File: src/rtl/control_fsm.sv
// Instruction register, decoder and multi-cycle control FSM for the 16-bit CPU.
// Control outputs are decoded combinationally from the current state and the latched IR.
module control_fsm (
  input  logic        clk,
  input  logic        reset,
  input  logic [15:0] instr_in,
  input  logic [7:0]  flags_in,
  output logic [15:0] reg_en,
  output logic [4:0]  sel_a,
  output logic [4:0]  sel_b,
  output logic        imm_sel,
  output logic [15:0] imm_out,
  output logic [7:0]  alu_op,
  output logic        bus_en,
  output logic        flag_en,
  output logic        pc_en,
  output logic        pc_sel,
  output logic [15:0] pc_disp,
  output logic        mem_we,
  output logic        ld_wb_sel,
  output logic        halted,
  output logic [2:0]  state_out
);

  localparam logic [2:0] S_FETCH  = 3'd0;
  localparam logic [2:0] S_DECODE = 3'd1;
  localparam logic [2:0] S_EXEC   = 3'd2;
  localparam logic [2:0] S_LD_RD  = 3'd3;
  localparam logic [2:0] S_LD_WB  = 3'd4;
  localparam logic [2:0] S_HALT   = 3'd5;

  localparam logic [3:0] OP_RTYPE = 4'b0000;
  localparam logic [3:0] OP_MEM   = 4'b0100;
  localparam logic [3:0] OP_BR    = 4'b1100;
  localparam logic [3:0] OP_HALT  = 4'b1111;
  localparam logic [3:0] OP_CMP   = 4'b1011;
  localparam logic [3:0] EXT_LOAD = 4'b0000;
  localparam logic [3:0] EXT_STOR = 4'b0100;

  logic [2:0]  state_q, state_d;
  logic [15:0] ir_q, ir_d;

  logic [3:0] op, rd, opext, rs;
  logic [7:0] imm8;

  assign op    = ir_q[15:12];
  assign rd    = ir_q[11:8];
  assign opext = ir_q[7:4];
  assign rs    = ir_q[3:0];
  assign imm8  = ir_q[7:0];

  logic unused_flags;
  assign unused_flags = ^{flags_in[7:5], flags_in[2:1]};

  // Codes shared by R-type opext and immediate-form op.
  function automatic logic is_alu_code(input logic [3:0] c);
    case (c)
      4'b0101, 4'b1001, 4'b1011, 4'b0001, 4'b0010, 4'b0011, 4'b1101: is_alu_code = 1'b1;
      default: is_alu_code = 1'b0;
    endcase
  endfunction

  function automatic logic br_taken(input logic [3:0] cond, input logic [7:0] f);
    case (cond)
      4'b0000: br_taken = f[3];
      4'b0001: br_taken = ~f[3];
      4'b0010: br_taken = f[0];
      4'b0011: br_taken = ~f[0];
      4'b0110: br_taken = f[4];
      4'b0111: br_taken = ~f[4];
      4'b1110: br_taken = 1'b1;
      default: br_taken = 1'b0;
    endcase
  endfunction

  always_ff @(posedge clk or posedge reset) begin
    if (reset) begin
      state_q <= S_FETCH;
      ir_q    <= 16'h0000;
    end else begin
      state_q <= state_d;
      ir_q    <= ir_d;
    end
  end

  // Next state, IR capture and control decode.
  always_comb begin
    state_d   = state_q;
    ir_d      = ir_q;
    reg_en    = 16'h0000;
    sel_a     = 5'd0;
    sel_b     = 5'd0;
    imm_sel   = 1'b0;
    imm_out   = 16'h0000;
    alu_op    = 8'h00;
    bus_en    = 1'b0;
    flag_en   = 1'b0;
    pc_en     = 1'b0;
    pc_sel    = 1'b0;
    pc_disp   = 16'h0000;
    mem_we    = 1'b0;
    ld_wb_sel = 1'b0;
    halted    = 1'b0;

    case (state_q)
      S_FETCH: state_d = S_DECODE;

      S_DECODE: begin
        ir_d = instr_in;
        if (instr_in[15:12] == OP_HALT)
          state_d = S_HALT;
        else if (instr_in[15:12] == OP_MEM && instr_in[7:4] == EXT_LOAD)
          state_d = S_LD_RD;
        else
          state_d = S_EXEC;
      end

      S_EXEC: begin
        state_d = S_FETCH;
        pc_en   = 1'b1;
        if (op == OP_RTYPE && is_alu_code(opext)) begin
          sel_a   = {1'b0, rd};
          sel_b   = {1'b0, rs};
          alu_op  = {4'b0000, opext};
          flag_en = 1'b1;
          if (opext != OP_CMP) begin
            bus_en = 1'b1;
            reg_en = 16'h0001 << rd;
          end
        end else if (is_alu_code(op)) begin
          sel_a   = {1'b0, rd};
          imm_sel = 1'b1;
          alu_op  = {4'b0000, op};
          flag_en = 1'b1;
          // ADDI/SUBI/CMPI sign-extend; logical and move forms zero-extend.
          if (op == 4'b0101 || op == 4'b1001 || op == OP_CMP)
            imm_out = {{8{imm8[7]}}, imm8};
          else
            imm_out = {8'h00, imm8};
          if (op != OP_CMP) begin
            bus_en = 1'b1;
            reg_en = 16'h0001 << rd;
          end
        end else if (op == OP_MEM && opext == EXT_STOR) begin
          sel_a  = {1'b0, rd};
          sel_b  = {1'b0, rs};
          mem_we = 1'b1;
        end else if (op == OP_BR) begin
          pc_sel  = br_taken(rd, flags_in);
          pc_disp = {{8{imm8[7]}}, imm8};
        end
      end

      S_LD_RD: begin
        state_d = S_LD_WB;
        sel_b   = {1'b0, rs};
      end

      S_LD_WB: begin
        state_d   = S_FETCH;
        ld_wb_sel = 1'b1;
        reg_en    = 16'h0001 << rd;
        pc_en     = 1'b1;
      end

      S_HALT: halted = 1'b1;

      default: state_d = S_FETCH;
    endcase
  end

  assign state_out = state_q;

endmodule

File: config.mk
export PLATFORM = sky130hd
export DESIGN_NAME = control_fsm
export DESIGN_NICKNAME = d
export VERILOG_FILES = /design/src/rtl/control_fsm.sv
export SDC_FILE = /design/constraint.sdc
export NUM_CORES = 1
export LEC_CHECK = 0
export ABC_AREA = 1
export BUFFER_PORTS_ARGS = -buffer_cell sky130_fd_sc_hd__buf_2
export CAP_MARGIN = 5
export CORE_MARGIN = 1
export CORE_UTILIZATION = 40
export CTS_CLUSTER_DIAMETER = 200
export DETAILED_ROUTE_END_ITERATION = 16
export GPL_TIMING_DRIVEN = 1
export MAX_ROUTING_LAYER = met4
export PLACE_DENSITY = 0.84
export SLEW_MARGIN = 0
export SYNTH_ARGS = -nofsm -noshare
export SYNTH_HDL_FRONTEND = slang
export SYNTH_SLANG_ARGS = --single-unit
File: constraint.sdc
create_clock -name clk -period 2.1 [get_ports clk]
set_clock_uncertainty 0.2 [all_clocks]
set_input_delay 0.315 -clock clk [delete_from_list [all_inputs] [get_ports clk]]
set_output_delay 0.315 -clock clk [all_outputs]
set_load 0.05 [all_outputs]
Word level (Yosys, flattened, before mapping):

Index checks and enable logic that the tools add are counted.

* bits in latches: 0
* memory bits (writable): 0
* memory bits (read-only): 0
* memories kept: 0
* bits in registers: 19
* output and inout bits: 77

* divide/modulo/power cells: 0
* multipliers: 0
* eq/ne operators: 32
* order comparisons: 0
* add/sub/neg operators: 0
* multiplexer cells: 56
* shifts and indexed selects: 1
* bitwise gates (word level): 3
* reductions and logical operators: 12

Operator list (count)
* 16-bit 2-to-1 mux: 13
* 4-bit 2-to-1 mux: 10
* 4-bit equality test (second input constant): 9
* 16-bit case mux with 2 select lines: 1
* 4-bit by 3-bit equality test with 1-bit output (second input constant): 7
* 1-bit 2-to-1 mux: 28
* 4-bit by 2-bit equality test with 1-bit output (second input constant): 6
* 1-bit by 4-bit << shifter with 16-bit output (first input constant): 1
* 7-bit OR reduction: 2
* 4-bit by 1-bit equality test with 1-bit output (second input constant): 3
* 4-bit zero test: 3
* 3-bit case mux with 4 select lines: 1
* 4-bit inequality test (second input constant): 2
* 4-bit case mux with 2 select lines: 1
* 1-bit case mux with 7 select lines: 1
* 3-bit by 2-bit equality test with 1-bit output (second input constant): 2
* 3-bit equality test (second input constant): 2
* 3-bit by 1-bit equality test with 1-bit output (second input constant): 1
* 1-bit logical AND: 3
* 3-bit zero test: 1
* 3-bit 2-to-1 mux: 1
* 1-bit NOT: 3
* 1-bit logical OR: 2
* 2-bit OR reduction: 1

Longest topological paths before layout:

* word-level depth: 10
* gate-level depth with buffers: 8
* gate-level depth less buffers: 8

Least setup slack after synthesis:

No wires, ideal clock.

* path kind: flip-flop to output port
* from: register state_q[1] (netlist: state_out[1])
* to: output port imm_out[10]
* required time: 1.585 ns
* stages on the path, launching flop included: 5
* arrival time: 3.010 ns
* setup slack: -1.425 ns
* cells stage by stage: dfrtp_1 -> nand3_1 -> clkbuf_1 -> nor3_1 -> buf_4

* cells in the longest elaborated chain, start to end: 2

Ends and longest elaborated chain
* start, declared: RTL line 40 `logic [2:0] state_q, state_d;`
* start signal, assigned: RTL line 81 `state_q <= state_d;`
* 3-bit by 2-bit equality test with 1-bit output: RTL line 105 `case (state_q)`
* 16-bit 2-to-1 mux: RTL line 105
* end, declared: RTL line 12 `output logic [15:0] imm_out,`

No other way between the ends.

Worst setup path after layout:

* from: register ir_q[15]
* to: output port sel_a[3]

* cells in the longest elaborated chain, start to end: 8
* elaborated cells between the ends (all ways): 19

Ends and longest elaborated chain
* start, declared: RTL line 41 `logic [15:0] ir_q, ir_d;`
* start signal, assigned: RTL line 82 `ir_q <= ir_d;`
* 4-bit by 3-bit equality test with 1-bit output, or another cell as far along: RTL line 57 `case (c)`
* 7-bit OR reduction: RTL line 57
* 1-bit 2-to-1 mux: RTL line 57
* 1-bit 2-to-1 mux: RTL line 121 `if (op == OP_RTYPE && is_alu_code(opext)) begin`
* 1-bit 2-to-1 mux: RTL line 105
* 4-bit 2-to-1 mux: RTL line 130 `end else if (is_alu_code(op)) begin`
* 4-bit 2-to-1 mux (*): RTL line 121
* 4-bit 2-to-1 mux (*): RTL line 105
* end, declared: RTL line 9 `output logic [4:0] sel_a,`

Every way passes the cells marked *; elsewhere a longest branch is shown, timed or not. The select of a mux whose other input is x is not followed.

==> impl_metrics.tcl <==
set metrics [dict create \
    min_from "instr_in[1]" \
    grt_max_degree 34 \
    clock_latency_ns 0.26 \
    whs_endpoint "ir_q[1]" \
    synth_ff_type "dfrtp_1" \
    regToRegSetupSlack_ns 0.50 \
    layout-drive-gt1-share_pct 67.09 \
    grt_pass1_vias 2211 \
    slowest_delay_ns 0.42 \
    track_usage_pct 30.54 \
    cp-start-kind "flip-flop" \
    r2r_cells 6 \
    synthCells 271 \
    p_leak_nw 1.726 \
    worstPathArrival_ns 1.97 \
    maxSlewViolCount 0 \
    place_congestion 0.9086 \
    p_switching_mw 3.339 \
    initial_core_util_pct 42.65 \
    crit_required_ns 1.58 \
    drtPass1Iterations 5 \
    worstReg2RegEnd "ir_q[8]" \
    synth_seq_cells 19 \
    hold_path.class "input port to flip-flop" \
    ios 103 \
    die_h_um 68.01 \
    worst-path-stages 9 \
    hold_ws_ns 0.09452 \
    synth_warnings 0 \
    reg2reg_from "state_out[0]" \
    antenna_found_initial 0 \
    p_comb_share_pct 80.2 \
    area_delta_synth_final_pct 117.3 \
    relSlewSlack_pct 50.54 \
    cts_tree "yes" \
    synth_top_area_cell "dfrtp_1" \
    synth_cell_type_count 27 \
    grt_pass1_wl_um 10030 \
    critPathBufInv 4 \
    ys_top_cells_by_area "dfrtp_1, nand2_1, nor2_1" \
    io_buffers 91 \
    synth_edf_count 0 \
    hpwl_um 4022 \
    die_x_um 68.01 \
    power.share.switching_pct 59.54 \
    rows 23 \
    drcViolationCount 0 \
    status "finished with violations" \
    fmax_ghz 0.4028 \
    syn-cell-area_um2 1743 \
    n_antenna_cell 0 \
    coreArea_um2 4086 \
    worstMarginPinSlew_ns 0.7411 \
    final_cell_mix "buf_6, buf_4, nand2_1" \
    drtIter0Drc 262 \
    pwr_density_cell_nw_per_um2 1481 \
    fin_util_pct 92.68 \
    dieArea_um2 4625 \
    worstPathCellList "inv_2 > nand2_4 > nor2_4 > nand3_4 > buf_4 > nand3_2 > nand3_1 > inv_1 > buf_6" \
    ant_nets 0 \
    routed_via_density 5.770 \
    final_common_cell "buf_6" \
    critical-path-top-delay-family "simple AND/OR/NAND/NOR gates" \
    hold_viol_final 0 \
    syn_avg_cell_area_um2 6.431 \
    rsz0062_at_grt "yes" \
    via_count 2585 \
    peakVddDrop_mv 1.208 \
    setup_ws_ns -0.3825 \
    path_class "flip-flop to output pin" \
    path_clk_slew_ns 0.08 \
    setup_viol 65 \
    clock_path_buffers 2 \
    synth.top_cell.area_share_pct 27.28 \
    htreeDepth 1 \
    grt_overflow 0 \
    setup.worst_path.end_class "output pin" \
    violations "negative setup slack" \
    p_int_mw 2.269 \
    cts_made_buffers 3 \
    async_reset_ff_share_pct 100.0 \
    min_delay_path_depth 3 \
    period_minus_slack_ns 2.482 \
    crit_path_max_fanout 4 \
    routedWlPerCell_um 21.37 \
    fin_crit_sh_pct 118.2 \
    cts_root_buf "clkbuf_8" \
    finalNetCount 425 \
    seqPwrFrac_pct 15.0 \
    clock-sinks 19 \
    wl_um 9574 \
    pwr-share-clk_pct 4.8 \
    cap_violations 0 \
    seq_area_frac_synth_pct 27.28 \
    critical-path-slowest-cell "dfrtp_1" \
]
-- power by group through the flow --
stage | logic, mW | registers, mW | clock network (mW)
after detailed placement | 3.03 | 0.762 | 0
after global placement | 2.96 | 0.747 | 0
after global routing | 4.71 | 0.854 | 0.288
final | 4.50 | 0.843 | 0.269
after floorplan | 2.29 | 0.832 | 0
after CTS | 3.54 | 0.768 | 0.260
-- worst reg2reg max path: stages (launching register included) --
cell,delay [ns]
dfrtp_2,0.40
inv_2,0.08
nor2_1,0.20
nand2_1,0.09
buf_4,0.24
nor2_1,0.18
a21oi_1,0.07
-- synth_stat cells, types with 7 or more instances --
cell type	n
o21ai_0	8
dfrtp_1	19
inv_1	41
inv_2	7
nor3_1	11
nand3_1	12
buf_4	21
nand2_1	45
a21oi_1	24
a21oi_2	9
nor2_1	45
-- state kept, by name (all words and copies together) (netlist names) --
| signal | cells |
|---|---|
| ir_q | 16 |
| state_out | 3 |
-- timing repair --
item / CTS / global route
hold endpoints to repair: 19 / 0
buffers inserted: 15 / 16
setup endpoints to repair: 65 / 66
resized for setup: 154 / 94
hold buffers: 1 / 0
gates cloned: 1 / 1
pin swaps: 4 / 32
-- cells by family (layout without fill, tap and decap cells) --
kind of cell	count (synthesis)	after routing	synth area share, %
AOI/OAI and AO/OA	48	48	16.94
buffers and inverters	77	198	21.68
and+or+nand+nor	126	127	33.88
other	1	6	0.2152
DFF	19	19	27.28
-- through the flow --
| step | setup slack [ns] | total power, mW | cells | TNS, ns | cell area (um2) |
|---|---|---|---|---|---|
| after floorplan | -0.3611 | 3.126 | 276 | -9.737 | 2188 |
| after global placement | 0.01510 | 3.704 | 410 | 0 | 2609 |
| after detailed placement | -0.03558 | 3.790 | 410 | -0.2769 | 2609 |
| after CTS | -0.1715 | 4.572 | 431 | -4.583 | 3308 |
| after global routing | -0.4455 | 5.847 | 448 | -16.85 | 3787 |
| final | -0.3825 | 5.608 | 448 | -13.86 | 3787 |
-- worst max path at each step --
stage,from,to
after floorplan,state_out[2],reg_en[0]
after global placement,ir_q[12],reg_en[0]
after detailed placement,ir_q[12],reg_en[13]
after CTS,ir_q[5],reg_en[5]
after global routing,ir_q[15],sel_a[3]
final,ir_q[15],sel_a[3]
-- routing by layer --
layer | wire, um | global-route usage, % | up-vias
met3 | 892 | 4.833 | 77
met2 | 4835 | 53.06 | 221
met4 | 682 | 19.53 | 0
met1 | 3164 | 31.86 | 1203
li1 | - | - | 1084
met5 | 0 | - | -
-- final cells by class --
| class | instances | area, um2 |
|---|---|---|
| repair buffers | 145 | 1513 |
| multi-input cells | 181 | 1473 |
| flip-flops and latches | 19 | 488.0 |
| fillers | 129 | 299.0 |
| inverters | 49 | 206.4 |
| well taps | 50 | 62.56 |
| clock buffers | 4 | 45.04 |
No activity file was read; power rests on OpenSTA's default activity.
